--- config.mk ---
export PLATFORM = sky130hd
export DESIGN_NAME = fetch_queue
export DESIGN_NICKNAME = d
export VERILOG_FILES = /design/src/rtl/fetch_queue.sv
export SDC_FILE = /design/constraint.sdc
export NUM_CORES = 1
export LEC_CHECK = 0
export ABC_AREA = 1
export BUFFER_PORTS_ARGS = -buffer_cell sky130_fd_sc_hd__buf_2
export CORE_AREA = 2 2 153 185
export CTS_CLUSTER_DIAMETER = 50
export DETAILED_ROUTE_END_ITERATION = 16
export DIE_AREA = 0 0 155 187
export HOLD_SLACK_MARGIN = 0.02
export PLACE_DENSITY_LB_ADDON = 0.08
export SLEW_MARGIN = 10
export SYNTH_ARGS = -nofsm -noshare
export SYNTH_HDL_FRONTEND = slang
export SYNTH_SLANG_ARGS = --single-unit
--- constraint.sdc ---
create_clock -name clk -period 12.09 [get_ports clk]
set_clock_uncertainty 0.05 [all_clocks]
set_input_delay 2.418 -clock clk [delete_from_list [all_inputs] [get_ports clk]]
set_output_delay 2.418 -clock clk [all_outputs]
set_load 0.01 [all_outputs]
--- src/rtl/fetch_queue.sv ---
// rtl/fetch_queue.sv - instruction fetch unit with a small prefetch queue
//
// Purpose: keeps a fetch PC, issues one instruction-memory request at a time,
// buffers returned words with their pc+4 in a DEPTH-entry FIFO and presents the
// head to the decode register. Redirects flush the queue and retarget the PC.
//
// Parameters:
//   RESET_PC   PC loaded on reset
//   DEPTH      queue entries (power of two, 2..8)
//
// Ports:
//   clk, reset                     clock, synchronous active-high reset
//   enable                         stall from hazard unit (1 = hold head)
//   branch/jump/jump_reg + *_addr  redirect requests and targets
//   imem_req/imem_addr             request to instruction memory
//   imem_ack/imem_rdata            response from instruction memory
//   instr/pc_plus_4/instr_valid    queue head to decode
//
// Optional feature: define FETCH_BYPASS_EN to forward an acked word straight
// to decode when the queue is empty.

module fetch_queue #(
   parameter logic [31:0] RESET_PC = 32'h0040_0000,
   parameter int          DEPTH    = 4
) (
   input  logic        clk,
   input  logic        reset,
   input  logic        enable,
   input  logic        branch,
   input  logic        jump,
   input  logic        jump_reg,
   input  logic [31:0] branch_addr,
   input  logic [31:0] jump_addr,
   input  logic [31:0] jump_reg_addr,
   output logic        imem_req,
   output logic [31:0] imem_addr,
   input  logic        imem_ack,
   input  logic [31:0] imem_rdata,
   output logic [31:0] instr,
   output logic [31:0] pc_plus_4,
   output logic        instr_valid
);

   localparam int AW = $clog2(DEPTH);
   localparam int CW = AW + 1;
   localparam logic [CW-1:0] DEPTH_C = CW'(DEPTH);

   typedef enum logic [1:0] {IDLE, WAIT, DRAIN} state_e;

   state_e          state_q;
   logic            imem_req_q;
   logic [31:0]     fpc_q;
   logic [CW-1:0]   count_q;
   logic [AW-1:0]   rd_ptr_q;
   logic [AW-1:0]   wr_ptr_q;
   logic [31:0]     instr_mem_q [DEPTH];
   logic [31:0]     pc4_mem_q   [DEPTH];

   logic            redirect;
   logic [31:0]     fpc_d;
   logic [31:0]     fpc_plus_4;
   logic            ack_in_wait;
   logic            push;
   logic            pop_fifo;

   assign fpc_plus_4 = fpc_q + 32'd4;
   assign redirect   = jump_reg | jump | branch;

   // jump_reg has highest priority, then jump, then branch
   always_comb begin
      fpc_d = branch_addr;
      if (jump_reg) begin
         fpc_d = jump_reg_addr;
      end else if (jump) begin
         fpc_d = jump_addr;
      end
   end

   // an ack racing a redirect belongs to the old path and is dropped
   assign ack_in_wait = (state_q == WAIT) && imem_ack && !redirect;
   assign pop_fifo    = (count_q != '0) && !enable && !redirect;

`ifdef FETCH_BYPASS_EN
   logic bypass_hit;
   assign bypass_hit = ack_in_wait && (count_q == '0) && !reset;
   // a bypassed word that decode takes this cycle must not also be queued
   assign push       = ack_in_wait && !(bypass_hit && !enable);
`else
   assign push       = ack_in_wait;
`endif

   always_ff @(posedge clk) begin
      if (reset) begin
         state_q    <= IDLE;
         imem_req_q <= 1'b0;
         fpc_q      <= RESET_PC;
         count_q    <= '0;
         rd_ptr_q   <= '0;
         wr_ptr_q   <= '0;
      end else if (redirect) begin
         fpc_q    <= fpc_d;
         count_q  <= '0;
         rd_ptr_q <= '0;
         wr_ptr_q <= '0;
         imem_req_q <= 1'b0;
         case (state_q)
            WAIT:    state_q <= DRAIN;
            DRAIN:   state_q <= imem_ack ? IDLE : DRAIN;
            default: state_q <= IDLE;
         endcase
      end else begin
         if (push) begin
            instr_mem_q[wr_ptr_q] <= imem_rdata;
            pc4_mem_q[wr_ptr_q]   <= fpc_plus_4;
            wr_ptr_q              <= wr_ptr_q + 1'b1;
         end
         if (pop_fifo) begin
            rd_ptr_q <= rd_ptr_q + 1'b1;
         end
         case ({push, pop_fifo})
            2'b10:   count_q <= count_q + 1'b1;
            2'b01:   count_q <= count_q - 1'b1;
            default: count_q <= count_q;
         endcase
         case (state_q)
            IDLE: begin
               // nothing is outstanding in IDLE, so count alone bounds occupancy
               if (count_q < DEPTH_C) begin
                  state_q    <= WAIT;
                  imem_req_q <= 1'b1;
               end
            end
            WAIT: begin
               if (imem_ack) begin
                  state_q    <= IDLE;
                  imem_req_q <= 1'b0;
                  fpc_q      <= fpc_plus_4;
               end
            end
            DRAIN: begin
               imem_req_q <= 1'b0;
               if (imem_ack) begin
                  state_q <= IDLE;
               end
            end
            default: begin
               state_q    <= IDLE;
               imem_req_q <= 1'b0;
            end
         endcase
      end
   end

   // fpc only changes on ack or redirect, so it is stable for a whole WAIT
   assign imem_req  = imem_req_q;
   assign imem_addr = fpc_q;

   always_comb begin
      instr       = 32'h0;
      pc_plus_4   = fpc_plus_4;
      instr_valid = 1'b0;
      if (count_q != '0) begin
         instr       = instr_mem_q[rd_ptr_q];
         pc_plus_4   = pc4_mem_q[rd_ptr_q];
         instr_valid = 1'b1;
      end
`ifdef FETCH_BYPASS_EN
      else if (bypass_hit) begin
         instr       = imem_rdata;
         pc_plus_4   = fpc_plus_4;
         instr_valid = 1'b1;
      end
`endif
   end

endmodule

After elaboration in Yosys (flattened, before gate mapping)
Memories as Yosys holds them, arrays and structs flattened. A register that Yosys moved wholly into a read port is not among the register bits. Cells that the tools add are included.

Flip-flop bits (word level): 42. Latch bits: 0. RAM bits: 256. ROM bits: 0. Input port bits: 135. Output and inout port bits: 98. Memories: 2.

Memories: instr_mem_q (words 4, width 32, rd ports 1, clocked after memory_dff 1, wr ports 1, line 56) `logic [31:0] instr_mem_q [DEPTH];`; pc4_mem_q (words 4, width 32, rd ports 1, clocked after memory_dff 1, wr ports 1, line 57) `logic [31:0] pc4_mem_q [DEPTH];`.

Add/sub/neg operators: 5. $mul: 0. Divide/modulo/power cells: 0. Magnitude comparators: 1. Equal/unequal tests: 8. Shift operators: 0. Multiplexer cells: 26. Bitwise operators: 2. Reduce and logical (&&, ||, !) cells: 16.

Operators by type and width (count): 32-bit two-way mux (7); 32-bit by 3-bit adder with 32-bit output (second input constant) (1); 2-bit two-way mux (8); 2-bit one-hot mux with 2 select lines (2); 1-bit two-way mux (7); 3-bit one-hot mux with 2 select lines (1); 2-bit AND reduction (3); 2-bit nonzero test (3); 2-bit by 1-bit adder with 2-bit output (second input constant) (2); 2-bit by 1-bit == test with 1-bit output (second input constant) (2); 2-bit == test (second input constant) (2); 1-bit logical AND (4); 2-bit != test (second input constant) (2); 2-bit OR reduction (2); 3-bit by 1-bit adder with 3-bit output (second input constant) (1); 3-bit less-than comparator (second input constant) (1); 3-bit by 1-bit != test with 1-bit output (second input constant) (1); 3-bit != test (second input constant) (1); 3-bit nonzero test (1); 3-bit by 1-bit subtractor with 3-bit output (second input constant) (1); 1-bit zero test (2); 2-bit zero test (1); 1-bit bitwise OR (2); 1-bit one-hot mux with 2 select lines (1).

Longest topological paths before layout
Word-level depth: 8. Mapped depth: 12.

Least setup slack after synthesis
No wires, ideal clock.

Path kind: input -> register. Start: input port jump. End: memory instr_mem_q[0][0], enable pin. Arrival time: 5941 ps. Data required time: 11554 ps. Path slack: 5613 ps. Stages: 8. Cells stage by stage: buf_2 nor2_1 nand2_2 nor2_2 inv_2 nor2_4 inv_1 nor2_1.

Word-level cells in the longest chain between the ends: 8.

Ends and longest elaborated chain: from (decl) (line 30) `input logic jump,`; 1-bit bitwise OR (*) (2 in a row) (line 67) `assign redirect = jump_reg | jump | branch;`; 1-bit zero test (line 80) `assign ack_in_wait = (state_q == WAIT) && imem_ack && !redirect;`; 1-bit logical AND (line 80); 1-bit two-way mux (line 112) `if (push) begin`; 1-bit two-way mux (*) (line 100) `end else if (redirect) begin`; 1-bit two-way mux (*) (line 93) `if (reset) begin`; 1-bit two-way mux (not written as such) (*) (line 113) `instr_mem_q[wr_ptr_q] <= imem_rdata;`; to (decl) (line 56).

Every way passes the cells marked *; elsewhere a longest branch is shown, timed or not.

==> impl_metrics.csv <==
group,metric,value,unit
routing,routed_wire_length_per_instance,18.1,um
finish,post-route-cell-area,15800,um^2
yosys,synth_sequential_area_ratio,63.8,%
cts,cts_max_level,1,
timing,timing.final.setup_violations,0,
worst_setup_path,cp-endpoint,"pc_plus_4[18]",
die,floorplan.die_area,29000,um^2
flow_run,cap_viol_max_count,0,
worst_setup_path,critPathKind,"flip-flop to output port",
die,dieHeight,187,um
die,ios,233,
worst_setup_path,setup.worst_path.start_class,"flip-flop",
worst_setup_path,timing.critical_path.cells,"clkinv_2 > buf_4 > o21ai_0 > o22ai_1 > nor2_1 > a31oi_1 > buf_2",
yosys,synthArstFlopShare,0,%
yosys,yosys.area_share.xor_xnor,1.08,%
yosys,post_synthesis_average_cell_area,9.99,um^2
yosys,synth_simple_gate_area_share,16.1,%
status,result_of_the_run,"finished, final reports clean",
yosys,synth_enable_flop_cells,256,
cts,clock_sinks,300,
worst_setup_path,critPathCaptureType,"output port",
routing,drcViolationCount,0,
cts,clock_latency,0.56,ns
cts,clock_tree.root_cell,"sky130_fd_sc_hd__clkbuf_16",
yosys,synth.lib_cells_used.distinct,39,
global_route,globalRouteTotalUtil,23.5,%
timing,finalWorstSetupSlack,6.24,ns
timing,actual_slew_at_the_worst_max_slew_pin,1.01,ns
routing,viasPerCell,5.39,
timing,finalMaxSlewViolations,0,
global_route,grt_pass1_vias,10100,
cts,buffer_count_from_post_cts_setup_fixing,0,
worst_setup_path,crit_path_top_delay_cell,"sky130_fd_sc_hd__dfxtp_4",
worst_setup_path,worst-endpoint-required,9.62,ns
yosys,synthMuxAreaShare,0,%
worst_setup_path,worst_ep_arrival_time,3.39,ns
global_route,grt_antenna_before_repair,0,
worst_setup_path,worstReg2RegStart,"state_q[1]",
timing,hold_ws,0.405,ns
routing,antenna_left,0,
timing,final_hold_viol_count,0,
die,dieWidth,155,um
die,floorplan.initialDensity,49.0,%
pwr,power_density,137,nW/um^2
global_route,grt_max_degree,102,
place,routabilityCongestion,0.894,
timing,achievable-frequency,0.171,GHz
timing,slew_headroom,33.0,%
routing,route.final.wire_length,34600,um
timing,layout_min_cycle_time,5.85,ns
routing,drtIter0Drc,592,
pwr,power,2.17,mW
yosys,compound_gate_portion_of_the_synthesized_area,13.7,%
place,placement.setup.worst_slack,5.76,ns
routing,vias,10300,
global_route,first_pass_grt_wire_length,53600,um
yosys,synth_fa_ha_area_share,0.987,%
yosys,post_synth_instance_area,13400,um^2
yosys,synth-seq-cells,300,
timing,layout_worst_path_cycle_share,48.4,%
cts,cts_tree,"done",
finish,layout.area.seq,8570,um^2
yosys,mappedNetlistNets,1489,
cts,numCtsBuffers,29,
global_route,grt.overflow.total,0,
pwr,p_leak,6.16,nW
finish,nFillCells,2441,
finish,area_of_the_multi_input_gates,4330,um^2
worst_setup_path,r2r_cells,9,
finish,layout-area-overhead-vs-synth,17.3,%
hold_path,min-delay-path-class,"flip-flop to flip-flop",
die,floorplan.core_area,27400,um^2
place,placed_cell_area,14800,um^2
worst_setup_path,r2r_setup_slack,8.55,ns
cts,cts.reportedPaths.clkPinSlew,0.06,ns
place,port-buffer-count,232,
cts,cts-root-to-sink-buffers,3,
yosys,synth_area_leaders,"sky130_fd_sc_hd__edfxtp_1, sky130_fd_sc_hd__nand2_1, sky130_fd_sc_hd__dfxtp_1",
pwr,ir_drop,122,uV
finish,final_layout_size_suffix_gt1_share,21.1,%
cts,hold_buffers,0,
finish,net_count_reported_at_finish,1687,
yosys,synth_top_family_by_area,"simple AND/OR/NAND/NOR gates",
finish,n_antenna_cell,0,
yosys,synth_top_cells_by_count,"sky130_fd_sc_hd__edfxtp_1, sky130_fd_sc_hd__nand2_1, sky130_fd_sc_hd__nor2_1",
place,dp_hpwl,21700,um
worst_setup_path,crit_path_max_fanout,101,
worst_setup_path,timing.critical_path.slowest_cell_delay,0.82,ns
yosys,postSynthCellCount,1344,
timing,rsz0062_at_grt,"no",
yosys,synth.most_common_cell,"sky130_fd_sc_hd__edfxtp_1",
yosys,ys.flop_type,"sky130_fd_sc_hd__edfxtp_1",
worst_setup_path,timing.rr.end,"pc4_mem_q[0][18]",
routing,firstDrtPassIters,5,
cts,ctsResizeCount,0,
yosys,synth_top_cell_by_area,"sky130_fd_sc_hd__edfxtp_1",
die,core.rowCount,67,
yosys,synth_top_cell_area_share,57.2,%
timing,final.setup.tns,0,ns
yosys,yosysWarnings,0,
-- layer usage --
layer	routed length [um]	up-vias	GRT usage (%)
li1	-	5044	-
met1	15000	4834	31.5
met2	16500	371	39.5
met3	2050	55	3.31
met4	992	0	7.87
met5	0	-	0
-- metrics by stage --
step / instances / utilization [%]
floorplan: 1344 / -
global placement: 1856 / 54.1
detailed placement: 1856 / 54.1
CTS: 1910 / 57.5
global route: 1910 / 57.5
finish: 1910 / 57.5
-- final cells by class --
type,instances,share of cell area [%]
clock buffers,36,5.04
clock inverters,18,0.873
inverters,63,1.51
multi-input cells,903,27.5
flip-flops and latches,300,54.4
well taps,345,2.74
repair buffers,245,7.99
-- flip-flops by register name, summed over array words and instances, names as in the netlist, named ones only --
register,flops
count_q,3
imem_addr,32
imem_req,1
instr_mem_q,128
pc4_mem_q,128
rd_ptr_q,2
state_q,2
wr_ptr_q,2
-- layout by cell type (no fill, tap or decap), drive strengths merged --
cell / n
dfxtp: 44
edfxtp: 256
a211oi: 2
o22ai: 40
nand3: 20
nand2: 246
nor2: 246
and2: 1
fa: 1
clkinv: 14
xor2: 11
a21oi: 127
o41ai: 1
a31oi: 7
inv: 66
xnor2: 3
clkbuf: 36
bufinv: 1
nand3b: 4
or2: 1
o211ai: 8
nand4: 5
ha: 9
o21a: 1
o32ai: 1
o21ai: 162
nor3: 7
buf: 245
-- cells by family (layout without fill, tap and decap cells) --
kind of cell    count (synthesis)  in the layout
compound gates                349            349
fa+ha+maj                      10             10
simple gates                  530            530
xor+xnor                       14             14
buf+inv                       141            362
flops                         300            300
-- power breakdown --
part	total, mW	internal [mW]	switching (mW)
clock network	0.884	0.493	0.391
logic	0.135	0.0498	0.0848
registers	1.15	1.13	0.0148
-- worst max-delay path: cells and delay by family (launching register included) --
family / cells / cell delay (ns)
compound gates: 3 / 0.47
simple gates: 1 / 0.16
flops: 1 / 0.82
buf+inv: 3 / 1.28
-- how the worst min path moves through the flow --
stage	startpoint	endpoint	slack, ns	depth (start not counted)
floorplan	rd_ptr_q[1]	flip-flop	0.39	2
detailed placement	rd_ptr_q[1]	flip-flop	0.40	2
CTS	rd_ptr_q[1]	flip-flop	0.41	2
global route	rd_ptr_q[1]	flip-flop	0.45	2
finish	rd_ptr_q[1]	flip-flop	0.40	2
global placement	rd_ptr_q[1]	flip-flop	0.40	2
(Power assumes the default switching activity.)
